`src/rtl/kgp_fetch_pkg.sv`:
```
`default_nettype none
// ============================================================================
// Module      : kgp_fetch_pkg
// Description : Shared types and constants for the instruction fetch stage.
//               fetch_entry_t is the record buffered between fetch and decode.
//               With FETCH_ALIGN_CHECK_EN defined, the entry carries a
//               misalign flag.
// Revision    : 1.0 - initial release
// ============================================================================
package kgp_fetch_pkg;

    localparam int ADDR_W  = 32;
    localparam int INSTR_W = 32;

    // Instruction substituted for reads that were never issued to memory
    localparam logic [INSTR_W-1:0] INSTR_NOP = '0;

    typedef struct packed {
        logic [ADDR_W-1:0]  pc;
        logic [INSTR_W-1:0] instr;
`ifdef FETCH_ALIGN_CHECK_EN
        logic               misalign;
`endif
    } fetch_entry_t;

endpackage : kgp_fetch_pkg
`default_nettype wire

```
`src/rtl/fetch_fifo.sv`:
```
`default_nettype none
// ============================================================================
// Module      : fetch_fifo
// Description : Small circular FIFO for fetched instructions. Push and pop
//               may occur together at any occupancy. A synchronous flush
//               empties the FIFO and overrides push and pop in that cycle.
//   clk      : clock
//   rst      : asynchronous active-high reset
//   i_push   : write i_data at the tail
//   i_data   : entry to write
//   i_pop    : remove the head entry (ignored when empty)
//   i_flush  : discard all entries
//   o_count  : number of stored entries
//   o_head   : head entry (meaningful only when o_count != 0)
// Revision    : 1.0 - initial release
// ============================================================================
module fetch_fifo #(
    parameter int  DEPTH   = 3,
    parameter type entry_t = logic [7:0],
    localparam int PTR_W   = $clog2(DEPTH),
    localparam int CNT_W   = $clog2(DEPTH + 1)
) (
    input  logic             clk,
    input  logic             rst,
    input  logic             i_push,
    input  entry_t           i_data,
    input  logic             i_pop,
    input  logic             i_flush,
    output logic [CNT_W-1:0] o_count,
    output entry_t           o_head
);

    localparam logic [PTR_W-1:0] c_last_ptr = PTR_W'(DEPTH - 1);
    localparam logic [CNT_W-1:0] c_full_cnt = CNT_W'(DEPTH);

    entry_t           r_mem [DEPTH];
    logic [PTR_W-1:0] r_wptr;
    logic [PTR_W-1:0] r_rptr;
    logic [CNT_W-1:0] r_count;

    logic w_pop_ok;
    logic w_push_ok;

    assign w_pop_ok  = i_pop && (r_count != '0);
    // A full FIFO can still accept a push when the head leaves in the same cycle
    assign w_push_ok = i_push && ((r_count != c_full_cnt) || w_pop_ok);

    always_ff @(posedge clk or posedge rst) begin
        if (rst) begin
            r_wptr  <= '0;
            r_rptr  <= '0;
            r_count <= '0;
        end else if (i_flush) begin
            r_wptr  <= '0;
            r_rptr  <= '0;
            r_count <= '0;
        end else begin
            if (w_push_ok) begin
                r_wptr <= (r_wptr == c_last_ptr) ? '0 : r_wptr + 1'b1;
            end
            if (w_pop_ok) begin
                r_rptr <= (r_rptr == c_last_ptr) ? '0 : r_rptr + 1'b1;
            end
            if (w_push_ok && !w_pop_ok) begin
                r_count <= r_count + 1'b1;
            end else if (w_pop_ok && !w_push_ok) begin
                r_count <= r_count - 1'b1;
            end
        end
    end

    // Storage needs no reset: entries are only visible through r_count
    always_ff @(posedge clk) begin
        if (w_push_ok && !i_flush) begin
            r_mem[r_wptr] <= i_data;
        end
    end

    assign o_count = r_count;
    assign o_head  = r_mem[r_rptr];

endmodule : fetch_fifo
`default_nettype wire

```
`src/rtl/instr_fetch.sv`:
```
`default_nettype none
// ============================================================================
// Module      : instr_fetch
// Description : Instruction fetch stage. Accepts PCs over a valid/ready
//               handshake, issues word reads to a 1-cycle-latency
//               synchronous instruction memory, and queues (pc, instr) pairs
//               for decode. A redirect flushes queued and in-flight fetches.
//               Optional feature macro: FETCH_ALIGN_CHECK_EN (misaligned PCs
//               are not read and are flagged on instr_misalign).
//   clk, rst        : clock, asynchronous active-high reset
//   pc_in/valid     : fetch address handshake input; pc_ready output
//   redirect        : branch taken, flush everything this cycle
//   imem_en/addr    : memory read strobe and word-aligned address
//   imem_rdata      : memory data, valid the cycle after imem_en
//   instr/instr_pc  : head instruction and its PC
//   instr_valid     : head entry valid; instr_ready consumes it
//   instr_misalign  : head came from a misaligned PC (macro builds only)
// Revision    : 1.0 - initial release
// ============================================================================
module instr_fetch #(
    parameter int ADDR_W  = 32,
    parameter int INSTR_W = 32,
    parameter int DEPTH   = 3
) (
    input  logic               clk,
    input  logic               rst,
    input  logic [ADDR_W-1:0]  pc_in,
    input  logic               pc_valid,
    output logic               pc_ready,
    input  logic               redirect,
    output logic               imem_en,
    output logic [ADDR_W-1:0]  imem_addr,
    input  logic [INSTR_W-1:0] imem_rdata,
    output logic [INSTR_W-1:0] instr,
    output logic [ADDR_W-1:0]  instr_pc,
    output logic               instr_valid,
`ifdef FETCH_ALIGN_CHECK_EN
    output logic               instr_misalign,
`endif
    input  logic               instr_ready
);

    import kgp_fetch_pkg::*;

    localparam int CNT_W = $clog2(DEPTH + 1);
    localparam int OCC_W = CNT_W + 1;

    logic [CNT_W-1:0] w_count;
    logic [OCC_W-1:0] w_occupancy;
    logic             w_issue;
    logic             w_kill;
    logic             w_push;
    logic             w_pop;
    logic             w_nonempty;
    fetch_entry_t     w_entry;
    fetch_entry_t     w_head;

    logic              r_inflight;
    logic [ADDR_W-1:0] r_req_pc;

    // An outstanding read reserves a FIFO slot so its data always has room
    assign w_occupancy = {1'b0, w_count} + OCC_W'(r_inflight);
    assign pc_ready    = !rst && !redirect && (w_occupancy < OCC_W'(DEPTH));
    assign w_issue     = pc_valid && pc_ready;
    assign imem_addr   = {pc_in[ADDR_W-1:2], 2'b00};

    // The only response that can be wrong-path is the one returning in the
    // redirect cycle itself, so kill lives for exactly that cycle.
    assign w_kill = redirect && r_inflight;
    assign w_push = r_inflight && !w_kill;

`ifdef FETCH_ALIGN_CHECK_EN
    logic w_aligned;
    logic r_req_misalign;

    assign w_aligned = (pc_in[1:0] == 2'b00);
    assign imem_en   = w_issue && w_aligned;

    always_ff @(posedge clk or posedge rst) begin
        if (rst) begin
            r_req_misalign <= 1'b0;
        end else if (w_issue) begin
            r_req_misalign <= !w_aligned;
        end
    end

    assign w_entry.pc       = r_req_pc;
    assign w_entry.instr    = r_req_misalign ? INSTR_NOP : imem_rdata;
    assign w_entry.misalign = r_req_misalign;
`else
    assign imem_en       = w_issue;
    assign w_entry.pc    = r_req_pc;
    assign w_entry.instr = imem_rdata;
`endif

    always_ff @(posedge clk or posedge rst) begin
        if (rst) begin
            r_inflight <= 1'b0;
            r_req_pc   <= '0;
        end else begin
            r_inflight <= w_issue;
            if (w_issue) begin
                r_req_pc <= pc_in;
            end
        end
    end

    fetch_fifo #(
        .DEPTH   (DEPTH),
        .entry_t (fetch_entry_t)
    ) u_fifo (
        .clk     (clk),
        .rst     (rst),
        .i_push  (w_push),
        .i_data  (w_entry),
        .i_pop   (w_pop),
        .i_flush (redirect),
        .o_count (w_count),
        .o_head  (w_head)
    );

    assign w_nonempty  = (w_count != '0);
    assign instr_valid = w_nonempty && !redirect;
    assign w_pop       = instr_valid && instr_ready;

    // Outputs read as zero whenever the FIFO is empty, including in reset
    assign instr    = w_nonempty ? w_head.instr : INSTR_NOP;
    assign instr_pc = w_nonempty ? w_head.pc : '0;
`ifdef FETCH_ALIGN_CHECK_EN
    assign instr_misalign = w_nonempty && w_head.misalign;
`endif

endmodule : instr_fetch
`default_nettype wire

```
`config.mk`:
```
export PLATFORM = sky130hd
export DESIGN_NAME = instr_fetch
export DESIGN_NICKNAME = d
export VERILOG_FILES = /design/src/rtl/kgp_fetch_pkg.sv /design/src/rtl/fetch_fifo.sv /design/src/rtl/instr_fetch.sv
export SDC_FILE = /design/constraint.sdc
export NUM_CORES = 1
export LEC_CHECK = 0
export CELL_PAD_IN_SITES_DETAIL_PLACEMENT = 0
export CELL_PAD_IN_SITES_GLOBAL_PLACEMENT = 1
export CORE_AREA = 3 3 139 241
export CTS_CLUSTER_DIAMETER = 30
export DETAILED_ROUTE_END_ITERATION = 12
export DIE_AREA = 0 0 142 244
export HOLD_SLACK_MARGIN = 0.02
export MAX_ROUTING_LAYER = met4
export PLACE_DENSITY_LB_ADDON = 0.25
export SLEW_MARGIN = 25
export SYNTH_ARGS = -nofsm -noshare
export SYNTH_HDL_FRONTEND = slang
export SYNTH_SLANG_ARGS = --single-unit
```
`constraint.sdc`:
```
create_clock -name clk -period 8.3 [get_ports clk]
set_input_delay 1.66 -clock clk [delete_from_list [all_inputs] [get_ports clk]]
set_output_delay 1.66 -clock clk [all_outputs]
set_load 0.005 [all_outputs]
```
# == Yosys cells after proc, flatten, opt, wreduce, memory -nomap -nowiden ==
# Memories as Yosys holds them, arrays and structs flattened.
# Index checks and enable logic that the tools add are counted.
# classes
add_sub_neg,5
order_cmp,1
eq_ne,3
n_mux,13
n_reduce_logical,22
# ops
cell,n
2-to-1 mux 32 bit,2
2-to-1 mux 2 bit,9
logical AND 1 bit,12
adder 2 x 1 -> 2 bit (second input constant),3
nonzero test 2 bit,3
zero test 1 bit,5
equality test 2 bit (second input constant),2
adder 2 x 1 -> 3 bit,1
< comparator 3 x 2 -> 1 bit (second input constant),1
nonzero test 3 bit,1
2-to-1 mux 1 bit,2
!= test 2 bit (second input constant),1
subtractor 2 x 1 -> 2 bit (second input constant),1
logical OR 1 bit,1
# word_totals
register_bits,39
mem_bits_rw,192
out_inout_bits,99
wordCells,50
mem_count,1
# mem_list
name,words,width,rd,rd_ports_with_merged_regs,wr,line,source
u_fifo.r_mem,3,64,1,0,1,fetch_fifo.sv:36,entry_t r_mem [DEPTH];

# == Logic depth before layout (Yosys ltp) ==
# logic_depth
depth_word,11
ltp_mapped,6
depth_no_buf,5

# == Cells and area by module ==
# A second synthesis with hierarchy kept.
# hier_totals
hier_cells,624
hier_area_um2,9502.9
# modules_own_cells
module,n_inst,cells_per_inst,area_per_inst_um2,seq_area_each_um2
fetch_fifo,1,442,7417.1,5915.7
instr_fetch,1,182,2085.8,825.8

# == Least setup slack after synthesis ==
# OpenSTA, ideal clock, no wires.
# synth_timing
path_kind,in2reg
start,input port redirect
end,memory u_fifo.r_mem[2][0] (netlist bit) (enable)
t_arrival_ps,6805
setup_slack_ps,917
stages,4
path_cell_list,buf_2 nor2b_1 o21ai_1 nor3b_1
# synth_between
elab_chain_len,9
word_cells_on_any_way,12
cone_classes,mux: 2; reduce/logical: 10
# synth_lines
item,line,source
start: declaration,instr_fetch.sv:30,"input logic redirect,"
zero test 1 bit,"fetch_fifo.sv:74, instr_fetch.sv:123",
logical AND 1 bit,instr_fetch.sv:123,assign instr_valid = w_nonempty && !redirect;
logical AND 1 bit,instr_fetch.sv:124,assign w_pop = instr_valid && instr_ready;
logical AND 1 bit,fetch_fifo.sv:44,assign w_pop_ok = i_pop && (r_count != '0);
logical OR 1 bit,fetch_fifo.sv:46,assign w_push_ok = i_push && ((r_count != c_full_cnt) || w_pop_ok);
logical AND 1 bit,fetch_fifo.sv:46,
logical AND 1 bit *,fetch_fifo.sv:74,if (w_push_ok && !i_flush) begin
2-to-1 mux 1 bit *,fetch_fifo.sv:74,
2-to-1 mux 1 bit (implied by the code) *,fetch_fifo.sv:75,r_mem[r_wptr] <= i_data;
end: declaration,fetch_fifo.sv:36,
# Every way passes the cells marked *; elsewhere a longest branch is shown, timed or not.

# == Worst setup path after layout ==
# layout_timing
start,input port redirect
end,output port imem_en
# layout_between
elab_chain_len,4
# layout_lines
item,line,source
zero test 1 bit,instr_fetch.sv:63,assign pc_ready = !rst && !redirect && (w_occupancy < OCC_W'(DEPTH));
logical AND 1 bit (2 in a row),instr_fetch.sv:63,
logical AND 1 bit,instr_fetch.sv:64,assign w_issue = pc_valid && pc_ready;
end: declaration,instr_fetch.sv:31,"output logic imem_en,"
# Every way passes these cells.

==> flow_results.xml <==
<?xml version="1.0" encoding="UTF-8"?>
<metrics>
  <group name="status">
    <metric name="status" unit="">completed</metric>
  </group>
  <group name="route">
    <metric name="finalWirelength" unit="um">20600</metric>
    <metric name="iter_0_drt_violations" unit="">154</metric>
    <metric name="routed.top_layer" unit="">met4</metric>
    <metric name="m1WireLength" unit="um">7790</metric>
    <metric name="route.detailed.drc" unit="">0</metric>
    <metric name="met3WireLength" unit="um">774</metric>
    <metric name="vias" unit="">5029</metric>
    <metric name="detailroute.wirelength.met2" unit="um">11500</metric>
    <metric name="detail_route.first_pass.iterations" unit="">5</metric>
    <metric name="detail_route.vias_per_cell" unit="">4.43</metric>
    <metric name="final_antenna_net_count" unit="">0</metric>
    <metric name="detail_route.wl_per_cell" unit="um">18.1</metric>
  </group>
  <group name="clock_tree">
    <metric name="cts_max_path_buffers" unit="">3</metric>
    <metric name="postCtsHoldBufs" unit="">0</metric>
    <metric name="cts_resized" unit="">0</metric>
    <metric name="cts.reportedPaths.clkPinSlew" unit="ns">0.05</metric>
    <metric name="clock_tree.htree_level_count" unit="">2</metric>
    <metric name="cts_bufs_inserted" unit="">38</metric>
    <metric name="tritoncts" unit="">built</metric>
    <metric name="cts-root-buf" unit="">clkbuf_16</metric>
    <metric name="cts_num_sinks" unit="">231</metric>
    <metric name="insertion_delay" unit="ns">0.50</metric>
    <metric name="post_cts_setup_buffers" unit="">0</metric>
  </group>
  <group name="timing">
    <metric name="grt_setup_unrepaired" unit="">no</metric>
    <metric name="max_clock_freq" unit="MHz">185</metric>
    <metric name="slew_headroom" unit="%">33.3</metric>
    <metric name="slew_viol_final" unit="">0</metric>
    <metric name="finalSetupTns" unit="ns">0</metric>
    <metric name="finalCriticalPeriod" unit="ns">5.41</metric>
    <metric name="fin_crit_sh" unit="%">65.2</metric>
    <metric name="finalHoldWorstSlack" unit="ns">0.493</metric>
    <metric name="tightest_slew" unit="ns">1.00</metric>
    <metric name="final.setup_skew" unit="ns">0.0150</metric>
    <metric name="setup_violations" unit="">0</metric>
    <metric name="hold_violation_total_from_the_final_report" unit="">0</metric>
  </group>
  <group name="placement">
    <metric name="place_area" unit="sq um">11300</metric>
    <metric name="finalWeightedCongestion" unit="">0.695</metric>
    <metric name="port_buffers" unit="">165</metric>
    <metric name="place.detailed.hpwl" unit="um">12700</metric>
  </group>
  <group name="worst_setup_path">
    <metric name="critical_path.max_fanout" unit="">33</metric>
    <metric name="crit_required" unit="ns">6.64</metric>
    <metric name="timing.reg2reg.worst_path_depth" unit="">5</metric>
    <metric name="startpoint_type" unit="">input port</metric>
    <metric name="worstPathArrival" unit="ns">3.75</metric>
    <metric name="worstSetupPathType" unit="">in -&gt; out</metric>
    <metric name="end_kind" unit="">output port</metric>
    <metric name="reg2reg_to" unit="">u_fifo.r_mem[1][36]$_DFFE_PP_</metric>
    <metric name="timing.reg2reg.setup_slack" unit="ns">5.84</metric>
    <metric name="startpoint" unit="">redirect</metric>
    <metric name="endpoint" unit="">imem_en</metric>
    <metric name="r2r-start" unit="">r_inflight$_DFF_PP0_</metric>
  </group>
  <group name="synth">
    <metric name="ys.warnings.count" unit="">0</metric>
    <metric name="netlist_area" unit="sq um">9440</metric>
    <metric name="synthDominantAreaCellType" unit="">edfxtp_1</metric>
    <metric name="ys_ff_latch" unit="">231</metric>
    <metric name="synth-async-reset-ratio" unit="%">16.9</metric>
    <metric name="post_synth_num_cell_types" unit="">28</metric>
    <metric name="synth_top_area_share" unit="%">61.1</metric>
    <metric name="synth_top_flop_cell" unit="">edfxtp_1</metric>
    <metric name="synth_most_common_cell" unit="">edfxtp_1</metric>
    <metric name="synthesis.area_per_instance" unit="sq um">17.1</metric>
    <metric name="ys_top_cells_by_count" unit="">edfxtp_1 (192), nor2_1 (69), mux2_2 (68)</metric>
    <metric name="number_of_synthesized_flops_with_an_enable_pin" unit="">192</metric>
    <metric name="synth_cells" unit="">551</metric>
    <metric name="synth.top_cells.by_area" unit="">edfxtp_1 (61%), dfrtp_1 (10%), mux2_2 (8.1%), mux2i_1 (7.0%), mux2_4 (4.6%)</metric>
    <metric name="synth-seq-area-share" unit="%">71.4</metric>
  </group>
  <group name="finish">
    <metric name="nNetsFinal" unit="">780</metric>
    <metric name="area_growth_syn_to_layout" unit="%">33.4</metric>
    <metric name="final_layout_size_suffix_gt1_share" unit="%">24.0</metric>
    <metric name="finalCoreUtilization" unit="%">39.7</metric>
    <metric name="layout.cell_area.non_filler" unit="sq um">12600</metric>
    <metric name="num_antenna_cells" unit="">0</metric>
  </group>
  <group name="global_routing">
    <metric name="first_global_vias" unit="">5760</metric>
    <metric name="track_usage" unit="%">12.4</metric>
    <metric name="wire_length_of_the_first_global_routing_pass" unit="um">32200</metric>
    <metric name="overflow" unit="">0</metric>
    <metric name="grt_max_degree" unit="">68</metric>
    <metric name="antenna_found_initial" unit="">0</metric>
  </group>
  <group name="floorplanning">
    <metric name="floorplan.die.height" unit="um">244</metric>
    <metric name="die_area" unit="sq um">34600</metric>
    <metric name="initial_core_util" unit="%">29.7</metric>
    <metric name="die_w" unit="um">142</metric>
    <metric name="placeable_core_area" unit="sq um">31700</metric>
    <metric name="placement_rows" unit="">86</metric>
    <metric name="boundaryPins" unit="">168</metric>
  </group>
  <group name="job">
    <metric name="max_cap_viol" unit="">0</metric>
  </group>
  <group name="min_path">
    <metric name="min-delay-path-class" unit="">reg -&gt; reg</metric>
    <metric name="hp-start" unit="">r_req_pc[11]$_DFFE_PP0P_</metric>
  </group>
  <group name="pwr">
    <metric name="total_power" unit="uW">3030</metric>
    <metric name="power_per_cell_area" unit="nW/um^2">241</metric>
    <metric name="ir_worst_vdd" unit="mV">0.117</metric>
    <metric name="leakagePower" unit="uW">0.00432</metric>
  </group>
</metrics>
## through the flow
stage / instances / setup slack [ns]
2_1_floorplan: 552 / 0.917
3_3_place_gp: 1064 / 2.91
3_5_place_dp: 1065 / 2.89
4_1_cts: 1134 / 2.87
5_1_grt: 1134 / 2.77
6_report: 1134 / 2.89
## routing by layer
metal | up-vias | GRT usage [%]
met5 | - | -
met4 | 0 | 4.52
met3 | 34 | 2.33
met2 | 143 | 22.7
met1 | 2510 | 13.0
li1 | 2342 | -
## cells by family (layout without fill, tap and decap cells)
kind of cell | after synthesis | count (layout) | synth area share (%)
AO/OA/AOI/OAI | 8 | 8 | 0.663
other | 1 | 2 | 0.0397
adder cells (fa/ha/maj) | 2 | 2 | 0.265
multiplexers | 163 | 163 | 19.7
flip-flops | 231 | 231 | 71.4
buffers and inverters | 59 | 245 | 4.03
AND/OR/NAND/NOR | 87 | 87 | 3.87
## critical path, cell delays in order
cell and delay, ns:
clkdlybuf4s50_1 0.67, a2111oi_4 0.35, nand2_2 0.07, buf_4 0.33
inv_1 0.15, clkdlybuf4s50_1 0.51
## report_power, final
part	switching (uW)	internal, uW	total, uW
clock network	525	976	1500
logic	57.6	111	169
registers	37.6	1320	1360
total	621	2410	3030
## layout make-up
class                           count  area (sq um)
Inverter                            2          8.76
Sequential cell                   231          6750
Fill cell                        2922         19200
Clock inverter                     22           224
Clock buffer                       47          1030
Tap cell                          396           495
Timing Repair Buffer              174          1740
Multi-Input combinational cell    262          2350
## worst min-delay path by stage
stage          slack (ns)                             to  depth (start not counted)
3_3_place_gp         0.47  u_fifo.r_mem[2][45]$_DFFE_PP_                          0
6_report             0.49  u_fifo.r_mem[0][43]$_DFFE_PP_                          0
4_1_cts              0.49  u_fifo.r_mem[1][43]$_DFFE_PP_                          0
2_1_floorplan        0.45  u_fifo.r_mem[0][44]$_DFFE_PP_                          0
3_5_place_dp         0.48  u_fifo.r_mem[0][43]$_DFFE_PP_                          0
5_1_grt              0.51  u_fifo.r_mem[1][45]$_DFFE_PP_                          0
## flip-flops by register name, indices dropped and copies added (netlist names)
signal,cells
u_fifo.r_mem,192
r_req_pc,32
u_fifo.o_count,2
u_fifo.r_rptr,2
u_fifo.r_wptr,2
r_inflight,1
## cells in the final DEF (no fill, tap or decap), types with 2 or more instances in the layout
cell               n
mux2_2            68
o21ai_0            2
nand2_1            3
clkbuf_16         39
clkinv_1           2
mux2i_1           66
clkdlybuf4s50_1  165
ha_1               2
dfrtp_1           37
inv_6              2
or3_1              2
clkbuf_8           2
clkinv_2           8
mux2_4            29
nor2b_1            4
clkinvlp_4         3
dfrtp_4            2
buf_4              8
clkbuf_1           6
nor2_4             2
bufinv_16          3
nand2b_1           3
conb_1             2
a21oi_1            4
edfxtp_1         192
nor2_1            67
clkinv_4           4
(Power assumes the default switching activity.)
